$ cat src/rtl/asic_video_fetcher_if.sv
// Bus bundle between the video fetcher, the SRAM arbiter's video port and the pixel serialiser.
// The master modport is the fetcher; slave is the surrounding arbiter/display side.
interface asic_video_fetcher_if;
  logic        vslot;
  logic        line_start;
  logic [18:0] line_base;
  logic [7:0]  line_len;
  logic [18:0] vramaddr;
  logic [7:0]  data_to_asic;
  logic        fifo_pop;
  logic [7:0]  fifo_dout;
  logic        fifo_empty;
  logic [6:0]  fifo_level;
  logic        busy;
  logic        underflow;

  modport master (
    input  vslot, line_start, line_base, line_len, data_to_asic, fifo_pop,
    output vramaddr, fifo_dout, fifo_empty, fifo_level, busy, underflow
  );

  modport slave (
    output vslot, line_start, line_base, line_len, data_to_asic, fifo_pop,
    input  vramaddr, fifo_dout, fifo_empty, fifo_level, busy, underflow
  );
endinterface

$ cat src/rtl/asic_video_fetcher.sv
// Video-side requester: fetches one line of bytes through the arbiter's video slot into a FWFT FIFO.
// Optional sticky pop-on-empty flag enabled by defining VFETCH_UNDERFLOW_EN.
module asic_video_fetcher #(
  parameter int DEPTH      = 16,
  parameter int RD_LATENCY = 2
) (
  input logic                  clk12,
  input logic                  rst,
  asic_video_fetcher_if.master bus
);
  localparam int AW = $clog2(DEPTH);

  typedef enum logic [1:0] {IDLE, FETCH, DRAIN} state_t;

  state_t                state_q, state_d;
  logic [18:0]           addr_q;
  logic [8:0]            remaining_q;
  logic [RD_LATENCY-1:0] pipe_q, pipe_d, pipe_shift;
  logic [7:0]            mem [DEPTH];
  logic [AW-1:0]         rd_ptr_q, wr_ptr_q, rd_ptr_n;
  logic [6:0]            level_q, level_d, level_after_pop;
  logic [7:0]            dout_q, dout_d;

  logic issue, push, pop, credit_ok;

  // Credit covers bytes already buffered plus those still in the read pipe,
  // so a returning byte always finds room.
  assign credit_ok = (int'(level_q) + $countones(pipe_q)) < DEPTH;
  assign issue     = (state_q == FETCH) && bus.vslot && !bus.line_start && credit_ok;
  assign push      = pipe_q[RD_LATENCY-1] && !bus.line_start;
  assign pop       = bus.fifo_pop && (level_q != 7'd0) && !bus.line_start;

  assign pipe_shift = pipe_q << 1;

  // NOTE: combinational blocks assign every output a default first so no latch is inferred.
  always_comb begin
    state_d   = state_q;
    pipe_d    = pipe_shift;
    pipe_d[0] = issue;
    if (bus.line_start) pipe_d = '0;

    unique case (state_q)
      IDLE:    state_d = IDLE;
      FETCH:   if (issue && remaining_q == 9'd1) state_d = DRAIN;
      DRAIN:   if (pipe_d == '0) state_d = IDLE;
      default: state_d = IDLE;
    endcase
    if (bus.line_start) state_d = FETCH;
  end

  always_comb begin
    level_after_pop = level_q - 7'(pop);
    rd_ptr_n        = rd_ptr_q + AW'(pop);
    level_d         = level_after_pop + 7'(push);
    dout_d          = dout_q;
    if (bus.line_start) begin
      level_d = 7'd0;
    end else if (push && level_after_pop == 7'd0) begin
      dout_d = bus.data_to_asic;
    end else if (level_after_pop != 7'd0) begin
      dout_d = mem[rd_ptr_n];
    end
  end

  // NOTE: sequential state uses non-blocking assignments only, so every register samples pre-edge values.
  always_ff @(posedge clk12) begin
    if (rst) begin
      state_q     <= IDLE;
      addr_q      <= 19'd0;
      remaining_q <= 9'd0;
      pipe_q      <= '0;
      rd_ptr_q    <= '0;
      wr_ptr_q    <= '0;
      level_q     <= 7'd0;
      dout_q      <= 8'd0;
    end else begin
      state_q <= state_d;
      pipe_q  <= pipe_d;
      level_q <= level_d;
      dout_q  <= dout_d;
      if (bus.line_start) begin
        addr_q      <= bus.line_base;
        remaining_q <= (bus.line_len == 8'd0) ? 9'd256 : {1'b0, bus.line_len};
        rd_ptr_q    <= '0;
        wr_ptr_q    <= '0;
      end else begin
        if (issue) begin
          addr_q      <= addr_q + 19'd1;
          remaining_q <= remaining_q - 9'd1;
        end
        if (push) wr_ptr_q <= wr_ptr_q + AW'(1);
        rd_ptr_q <= rd_ptr_n;
      end
    end
  end

  // NOTE: the storage array has no reset; level and pointers alone define which entries are valid.
  always_ff @(posedge clk12) begin
    if (push) mem[wr_ptr_q] <= bus.data_to_asic;
  end

`ifdef VFETCH_UNDERFLOW_EN
  logic underflow_q;
  always_ff @(posedge clk12) begin
    if (rst)                                    underflow_q <= 1'b0;
    else if (bus.fifo_pop && level_q == 7'd0)   underflow_q <= 1'b1;
  end
  assign bus.underflow = underflow_q;
`else
  assign bus.underflow = 1'b0;
`endif

  assign bus.vramaddr   = addr_q;
  assign bus.fifo_dout  = dout_q;
  assign bus.fifo_level = level_q;
  assign bus.fifo_empty = (level_q == 7'd0);
  assign bus.busy       = (state_q != IDLE);
endmodule

$ cat src/flat_wrapper.sv
// flat-port wrapper written by rule: the top's interface ports become plain ports
module asic_video_fetcher_flat 
#(
  parameter int DEPTH      = 16,
  parameter int RD_LATENCY = 2
)
  (clk12, rst, bus_vslot, bus_line_start, bus_line_base, bus_line_len, bus_data_to_asic, bus_fifo_pop, bus_vramaddr, bus_fifo_dout, bus_fifo_empty, bus_fifo_level, bus_busy, bus_underflow);
  asic_video_fetcher_if bus_i ();
  input logic clk12;
  input logic rst;
  input wire logic [$bits(bus_i.vslot)-1:0] bus_vslot;
  input wire logic [$bits(bus_i.line_start)-1:0] bus_line_start;
  input wire logic [$bits(bus_i.line_base)-1:0] bus_line_base;
  input wire logic [$bits(bus_i.line_len)-1:0] bus_line_len;
  input wire logic [$bits(bus_i.data_to_asic)-1:0] bus_data_to_asic;
  input wire logic [$bits(bus_i.fifo_pop)-1:0] bus_fifo_pop;
  output wire logic [$bits(bus_i.vramaddr)-1:0] bus_vramaddr;
  output wire logic [$bits(bus_i.fifo_dout)-1:0] bus_fifo_dout;
  output wire logic [$bits(bus_i.fifo_empty)-1:0] bus_fifo_empty;
  output wire logic [$bits(bus_i.fifo_level)-1:0] bus_fifo_level;
  output wire logic [$bits(bus_i.busy)-1:0] bus_busy;
  output wire logic [$bits(bus_i.underflow)-1:0] bus_underflow;
  assign bus_i.vslot = bus_vslot;
  assign bus_i.line_start = bus_line_start;
  assign bus_i.line_base = bus_line_base;
  assign bus_i.line_len = bus_line_len;
  assign bus_i.data_to_asic = bus_data_to_asic;
  assign bus_i.fifo_pop = bus_fifo_pop;
  assign bus_vramaddr = bus_i.vramaddr;
  assign bus_fifo_dout = bus_i.fifo_dout;
  assign bus_fifo_empty = bus_i.fifo_empty;
  assign bus_fifo_level = bus_i.fifo_level;
  assign bus_busy = bus_i.busy;
  assign bus_underflow = bus_i.underflow;
  asic_video_fetcher #(.DEPTH(DEPTH), .RD_LATENCY(RD_LATENCY)) u_core (.clk12(clk12), .rst(rst), .bus(bus_i));
endmodule
$ cat config.mk
export PLATFORM = sky130hd
export DESIGN_NAME = asic_video_fetcher_flat
export DESIGN_NICKNAME = d
export VERILOG_FILES = /design/src/rtl/asic_video_fetcher_if.sv /design/src/rtl/asic_video_fetcher.sv /design/src/flat_wrapper.sv
export SDC_FILE = /design/constraint.sdc
export NUM_CORES = 1
export LEC_CHECK = 0
export BUFFER_PORTS_ARGS = -buffer_cell sky130_fd_sc_hd__buf_2
export CORE_MARGIN = 2
export CORE_UTILIZATION = 35
export DETAILED_ROUTE_END_ITERATION = 10
export MAX_ROUTING_LAYER = met4
export PLACE_DENSITY_LB_ADDON = 0.2
export SLEW_MARGIN = 30
export SYNTH_ARGS = -nofsm -noshare
export SYNTH_HDL_FRONTEND = slang
export SYNTH_SLANG_ARGS = --single-unit
$ cat constraint.sdc
create_clock -name clk12 -period 9.9 [get_ports clk12]
set_clock_uncertainty 0.2 [all_clocks]
set_input_delay 2.475 -clock clk12 [delete_from_list [all_inputs] [get_ports clk12]]
set_output_delay 2.475 -clock clk12 [all_outputs]
set_load 0.005 [all_outputs]
* Word-level counts from Yosys, hierarchy flattened
Memory sizes are Yosys's and may differ from the RTL's.
Cells that the tools add are included.
** Cells by class
- $add $sub $neg :: 8
- $lt $le $gt $ge :: 1
- Eq/ne operators :: 7
- Mux-type cells :: 14
- Bitwise logic cells :: 1
- Reduce and logical (&&, ||, !) cells :: 22
** Operator list (count)
- $mux W19 :: 2
- $add A8 B32 Y32 :: 1
- $lt A32 B6 Y1 const B :: 1
- $mux W9 :: 3
- $add A19 B1 Y19 const B :: 1
- $mux W8 :: 2
- $logic_not A7 Y1 :: 2
- $reduce_bool A7 Y1 :: 2
- $eq A9 B1 Y1 const B :: 1
- $sub A9 B1 Y9 const B :: 1
- $logic_and A1 B1 Y1 :: 8
- $logic_not A8 Y1 :: 1
- $add A7 B1 Y7 :: 1
- $sub A7 B1 Y7 :: 1
- $mux W2 :: 3
- $reduce_and A2 Y1 :: 3
- $reduce_bool A2 Y1 :: 3
- $add A4 B1 Y4 :: 1
- $add A4 B1 Y4 const B :: 1
- $pmux W2 S2 :: 1
- $mux W1 :: 3
- $ne A3 B2 Y1 const B :: 1
- $ne A3 B3 Y1 const B :: 1
- $add A1 B1 Y2 :: 1
- 8 further kinds :: 8
** Word-level totals
- Bits in registers :: 55
- RAM bits :: 128
- Input bits :: 40
- Output and inout bits :: 37
- Logic and storage cells :: 63
- Memories :: 1
** Memories
- u_core.mem :: words 16, width 8, rd ports 1, clocked after Yosys merged registers in 0, wr ports 1, RTL line asic_video_fetcher.sv:19 : logic [7:0] mem [DEPTH];

* Logic depth before layout (Yosys ltp)
Gate-level depths: netlist of run 1.
- Word-level depth :: 9
- Gate-level depth with buffers :: 14
- Gate-level depth less buffers :: 12

* Least setup slack after synthesis of run 1
OpenSTA, ideal clock, no wires.
- Path kind :: in2reg
- Start :: in bus_line_start
- End :: reg u_core.dout_q[5] (netlist: u_core.bus.fifo_dout[5])
- Library setup time :: 0.134 ns
- Data arrival time :: 4.964 ns
- Required time :: 9.566 ns
- Setup slack :: 4.602 ns
- Stages on the path :: 11
- Buffers on the path :: 4
- Cell sequence :: clkbuf_1 clkbuf_1 nor3b_1 ha_1 ha_1 clkbuf_1 buf_2 mux4_1 mux4_2 o31ai_2 a211oi_1
** Between the ends
- Elaborated cells between the ends (all ways) :: 14
- Classes of those cells :: 2 x add/sub; 2 x mux; 1 x bitwise; 8 x reduce/logical; 1 x memory
** RTL lines
- start, declared :: RTL line flat_wrapper.sv:12 : input wire logic [$bits(bus_i.line_start)-1:0] bus_line_start;
- $logic_not A1 Y1 :: RTL line asic_video_fetcher.sv:31 : assign pop = bus.fifo_pop && (level_q != 7'd0) && !bus.line_start;
- $logic_and A1 B1 Y1 :: RTL line asic_video_fetcher.sv:31
- $add A4 B1 Y4 :: RTL line asic_video_fetcher.sv:53 : rd_ptr_n = rd_ptr_q + AW'(pop);
- net u_core.rd_ptr_n[1] :: RTL line asic_video_fetcher.sv:20 : logic [AW-1:0] rd_ptr_q, wr_ptr_q, rd_ptr_n;
- $mem_v2 Z16 W8
- $mux W8 :: RTL line asic_video_fetcher.sv:60 : end else if (level_after_pop != 7'd0) begin
- $mux W8 :: RTL line asic_video_fetcher.sv:58 : end else if (push && level_after_pop == 7'd0) begin
- end signal, assigned :: RTL line asic_video_fetcher.sv:80 : dout_q <= dout_d;
- end, declared :: RTL line asic_video_fetcher.sv:22 : logic [7:0] dout_q, dout_d;
The timed path passes the listed nets, and every way through them passes these cells. The select of a mux whose other input is x is not followed.
A chain may end at the register's enable or synchronous reset.

* Worst setup path after layout of run 1
- Start :: in bus_line_start
- End :: reg u_core.dout_q[3] (netlist: u_core.bus.fifo_dout[3])
The elaborated chain is that of the path after synthesis.

==> flow_metrics.tcl, run 1 <==
set metrics [dict create \
    cts_resized 0 \
    cts_buffer_depth 2 \
    port_buffers 75 \
    min_path_cells 2 \
    die_y_um 156 \
    endpoint_kind "flip-flop" \
    endpoint "u_core.bus.fifo_dout[3]$_SDFFE_PP0P_" \
    finalCritPeriodShare_pct 54.3 \
    start_util_pct 35.7 \
    grt_max_degree 53 \
    cts-root-buf "clkbuf_16" \
    worst_pin_slew_ps 962 \
    post_cts_buffers 0 \
    routed_wl_mm 20.2 \
    synth_seq_cells 183 \
    synth_edf_count 128 \
    cts_buffers 17 \
    status "finished, final reports clean" \
    max_cap_viol_count 0 \
    overflow 0 \
    ios 77 \
    rsz0062_at_grt "no" \
    relSlewSlack_pct 35.6 \
    r2r_end "u_core.bus.fifo_dout[3]$_SDFFE_PP0P_" \
    path_class "input port to flip-flop" \
    die_area_um2 24400 \
    critPathLaunch "bus_line_start" \
    antenna_found_initial 0 \
    synth.distinct_cells 54 \
    ys_warn_count 0 \
    r2r_slack_ps 6210 \
    vias 5582 \
    cts.sinks 183 \
    drive_gt1_share_pct 18.1 \
    fin_crit_ps 5380 \
    crit_arrival_ps 5500 \
    synth-seq-area-share_pct 61.0 \
    fmax_mhz 186 \
    synth_area_um2 8100 \
    start_kind "input port" \
    avgViaCountPerCell 5.41 \
    clk_latency_ps 430 \
    finalHoldViolations 0 \
    synthCells 669 \
    synth-async-reset-ratio_pct 0 \
    slowest_stage "ha_2" \
    track_usage_pct 17.3 \
    synthFlopType "edfxtp_1" \
    leakagePower_nw 3.38 \
    cts_hold_buf 0 \
    fin_setup_tns_ps 0 \
    gp_congestion 0.871 \
    critical_path.cell_chain "buf_2 -> buf_4 -> nor3b_1 -> ha_1 -> ha_2 -> nor2b_1 -> nand3_1 -> a41o_1 -> a211o_1 -> o211a_1" \
    syn-num-nets 724 \
    diodes 0 \
    irDropWorstVdd_mv 0.107 \
    drt_iter0_drc 487 \
    grt_pass1_wl_mm 31.2 \
    clkSlewWorstSetupHoldPaths_ps 70 \
    grt_pass1_vias 5460 \
    crit_path_max_fanout 52 \
    setup_viol 0 \
    cpPeakStageDelay_ps 720 \
    wire_per_inst_um 19.6 \
    hp-class "flip-flop to flip-flop" \
    p_per_area_nw_per_um2 168 \
    area_growth_syn_to_layout_pct 15.2 \
    dieWidth_um 156 \
    ff2ff_path_depth 10 \
    core-area_um2 22700 \
    r2r-start "u_core.bus.fifo_level[4]$_SDFF_PP0_" \
    fin_nets 788 \
    first_pass_iters 5 \
    dpl.hpwl_mm 13.4 \
    htreeDepth 4 \
    rows 55 \
    cts_tree "done" \
    slew_violations 0 \
    cp.required_ps 10020 \
    timing.hold.ws_ps 303 \
    ant_nets 0 \
    syn_area_per_cell_um2 12.1 \
    drc 0 \
]
worst min path at each step:
stage                                    startpoint                              endpoint  slack (ps)
3_5_place_dp         u_core.state_q[1]$_SDFFE_PP0P_        u_core.state_q[1]$_SDFFE_PP0P_         290
5_1_grt              u_core.state_q[1]$_SDFFE_PP0P_        u_core.state_q[1]$_SDFFE_PP0P_         330
6_report             u_core.state_q[1]$_SDFFE_PP0P_        u_core.state_q[1]$_SDFFE_PP0P_         300
2_1_floorplan           u_core.pipe_q[0]$_SDFF_PP0_           u_core.pipe_q[1]$_SDFF_PP0_         260
3_3_place_gp   u_core.bus.vramaddr[18]$_SDFFE_PP0P_  u_core.bus.vramaddr[18]$_SDFFE_PP0P_         280
4_1_cts        u_core.bus.vramaddr[18]$_SDFFE_PP0P_  u_core.bus.vramaddr[18]$_SDFFE_PP0P_         300
state kept, by name, indices dropped and copies added, names as in the netlist:
signal / count
u_core.state_q: 2
u_core.bus.fifo_level: 7
u_core.rd_ptr_q: 4
u_core.mem: 128
u_core.wr_ptr_q: 4
u_core.pipe_q: 2
u_core.bus.vramaddr: 19
u_core.bus.fifo_dout: 8
u_core.remaining_q: 9
power breakdown:
group	internal, mW	switching (mW)	total [mW]
sequential	0.824	0.00986	0.834
combinational	0.0239	0.0404	0.0643
clock	0.357	0.314	0.671
per-stage QoR:
stage | power [mW] | worst slack (ps) | util (%) | std cells | area (µm²)
finish | 1.57 | 4520 | 41.1 | 1031 | 9340
global route | 1.62 | 4340 | 41.1 | 1031 | 9340
CTS | 1.58 | 4270 | 41.1 | 1031 | 9330
detailed placement | 0.916 | 3830 | 38.5 | 999 | 8750
global placement | 0.913 | 3920 | 38.5 | 999 | 8750
floorplan | 0.882 | 4600 | - | 669 | 8100
cells in the final DEF, fill, tap and decap left out, types with 10 or more instances in the layout:
master / instances
inv_1: 13
mux4_1: 14
buf_4: 10
ha_1: 14
nor3_1: 13
clkbuf_16: 17
nand2_1: 89
dfxtp_1: 55
edfxtp_1: 128
a21oi_1: 33
o21ai_0: 20
nor2_1: 60
nand3_1: 40
buf_2: 75
cell type report:
cell class | instances | area [µm²]
tap | 285 | 357
clock inverter | 15 | 154
fill | 2139 | 13400
timing repair buffer | 85 | 450
sequential | 183 | 4940
inverter | 13 | 48.8
clock buffer | 17 | 425
multi-input combinational | 433 | 2960
per-layer routing:
| layer | GRT usage [%] | part of all wire, % | vias to the layer above |
|---|---|---|---|
| met3 | 3.36 | 4.7 | 15 |
| met5 | - | 0 | - |
| li1 | - | - | 2628 |
| met1 | 22.1 | 45 | 2764 |
| met4 | 3.89 | 1.0 | 0 |
| met2 | 28.9 | 49 | 175 |
cell families (layout without fill, tap and decap cells):
group	after synthesis	count (layout)	synth area share, %
AO/OA/AOI/OAI	106	106	8.85
XOR/XNOR	17	17	1.84
adder cells (fa/ha/maj)	15	15	2.32
buffers and inverters	53	130	2.83
flip-flops	183	183	61.0
multiplexers	27	27	7.38
other	1	1	0.0463
AND/OR/NAND/NOR	267	267	15.7
synth_stat cells (all sizes together), types with 11 or more instances:
library cell | count | share of area [%]
a21oi | 33 | 2.0
buf | 13 | 0.97
clkbuf | 27 | 1.3
dfxtp | 55 | 14
edfxtp | 128 | 47
ha | 15 | 2.3
inv | 13 | 0.60
mux4 | 22 | 6.8
nand2 | 89 | 4.1
nand3 | 40 | 2.5
nor2 | 61 | 2.8
nor3 | 14 | 0.93
nor4 | 11 | 1.0
o21ai | 20 | 1.2
critical path: cells and delay by family:
kind	cells	cell delay, ps
adders and majority gates	2	960
and+or+nand+nor	3	820
buffers and inverters	2	570
AOI/OAI and AO/OA	3	650
Note: power is estimated with default switching activity, not from simulation.
==> run 2, diff against run 1 <==
==> constraint.sdc (replaced) <==
create_clock -name clk12 -period 5.6 [get_ports clk12]
set_clock_uncertainty 0.2 [all_clocks]
set_input_delay 1.4 -clock clk12 [delete_from_list [all_inputs] [get_ports clk12]]
set_output_delay 1.4 -clock clk12 [all_outputs]
set_load 0.005 [all_outputs]
==> flow_metrics.tcl, run 2 (same netlist as run 1, synthesis figures left out) <==
set metrics [dict create \
    design_area_um2 9420 \
    final_common_cell "edfxtp_1" \
    clkSlewWorstSetupHoldPaths_ps 80 \
    endpoint_kind "flip-flop" \
    cts_resized 0 \
    ant_nets 0 \
    status "finished, final reports clean" \
    placed_area_um2 8770 \
    setup_viol 0 \
    wire_per_inst_um 19.4 \
    timing.hold.ws_ps 312 \
    start_kind "input port" \
    critical_path.cell_chain "buf_2 -> nor3b_1 -> ha_1 -> buf_4 -> mux4_1 -> mux4_2 -> o31ai_1 -> a211oi_1" \
    setup_ws_ps 1730 \
    track_usage_pct 17.3 \
    dp_slack_ps 1130 \
    cts-root-buf "clkbuf_16" \
    finalHoldViolations 0 \
    cts_tree "done" \
    finalPower_mw 2.86 \
    avgViaCountPerCell 5.38 \
    drc 0 \
    leakagePower_nw 3.42 \
    cpPeakStageDelay_ps 630 \
    routed_wl_mm 20.0 \
    cp.required_ps 5680 \
    worst_pin_slew_ps 936 \
    dpl.hpwl_mm 13.6 \
    crit_path_max_fanout 19 \
    drive_gt1_share_pct 18.6 \
    overflow 0 \
    area_growth_syn_to_layout_pct 16.2 \
    relSlewSlack_pct 37.4 \
    rsz0062_at_grt "no" \
    slew_violations 0 \
    antenna_found_initial 0 \
    fin_nets 790 \
    max_cap_viol_count 0 \
    diodes 0 \
    grt_max_degree 52 \
    cts_hold_buf 0 \
    port_buffers 75 \
    die_y_um 156 \
    core-area_um2 22700 \
    irDropWorstVdd_mv 0.195 \
    rows 55 \
    cts_buffer_depth 2 \
    dieWidth_um 156 \
    multi_input_area_um2 2960 \
    dp_cells 1001 \
    drt_iter0_drc 418 \
    gp_congestion 0.882 \
    fmax_mhz 258 \
    die_area_um2 24400 \
    path_class "input port to flip-flop" \
    fin_setup_tns_ps 0 \
    grt_pass1_wl_mm 31.2 \
    post-route-util_pct 41.5 \
    regMostFlops "u_core.mem" \
    vias 5557 \
    crit_arrival_ps 3950 \
    finalCritPeriodShare_pct 69.2 \
    ios 77 \
    clk_latency_ps 440 \
    cts.sinks 183 \
    hp-class "flip-flop to flip-flop" \
    grt_pass1_vias 5523 \
    htreeDepth 4 \
    slowest_stage "mux4_1" \
    fillers 2089 \
    p_per_area_nw_per_um2 304 \
    post_cts_buffers 0 \
    mostFrequentLayoutCells "edfxtp_1 (128), nand2_1 (89), buf_2 (75), nor2_1 (59), dfxtp_1 (55)" \
    largest_reg_flops 128 \
    first_pass_iters 5 \
    start_util_pct 35.7 \
    final_cell_count_no_fill 1033 \
    final-seq-area_um2 4940 \
    fin_crit_ps 3870 \
    cts_buffers 17 \
]
==> run 2: cell types whose count changed in the layout (fill, tap and decap cells not counted), moves of 2 or more <==
| cell | before | now |
|---|---|---|
| clkinvlp_4 | 2 | 0 |
| buf_4 | 10 | 12 |
| clkinv_8 | 0 | 6 |
| inv_12 | 0 | 2 |
| inv_8 | 5 | 2 |
==> run 2: area by class of cell <==
cell class / count / share of cell area [%]
timing repair buffer: 87 / 4.94
clock buffer: 17 / 4.52
multi-input combinational: 433 / 31.4
inverter: 13 / 0.518
sequential: 183 / 52.5
tap: 285 / 3.79
clock inverter: 15 / 2.31
==> run 2: report_power, final <==
| part | switching, mW | internal (mW) | total, mW |
|---|---|---|---|
| logic | 0.0703 | 0.0428 | 0.113 |
| registers | 0.0174 | 1.46 | 1.47 |
| clock network | 0.613 | 0.659 | 1.27 |
==> run 2: worst max-delay path, delay by kind of cell <==
kind	cells	cell delay [ps]
fa+ha+maj	1	330
buf+inv	2	500
simple gates	1	290
mux	2	1110
compound gates	2	310
==> run 2: routing by layer <==
metal	part of all wire [%]	vias to the layer above	GRT usage [%]
li1	-	2636	-
met1	45	2733	21.7
met2	49	168	28.3
met3	5.1	20	3.58
met4	1.8	0	5.37
met5	0	-	-
==> run 2: path summary, 6_finish.rpt <==
check | slack (ps) | from | cells after the start | endpoint
max | 1730 | bus_line_start | 8 | u_core.bus.fifo_dout[6]$_SDFFE_PP0P_
min | 310 | u_core.state_q[1]$_SDFFE_PP0P_ | 2 | u_core.state_q[1]$_SDFFE_PP0P_
min reg2reg | 310 | u_core.state_q[1]$_SDFFE_PP0P_ | 2 | u_core.state_q[1]$_SDFFE_PP0P_
max reg2reg | 1870 | u_core.bus.fifo_level[4]$_SDFF_PP0_ | 9 | u_core.bus.fifo_dout[6]$_SDFFE_PP0P_
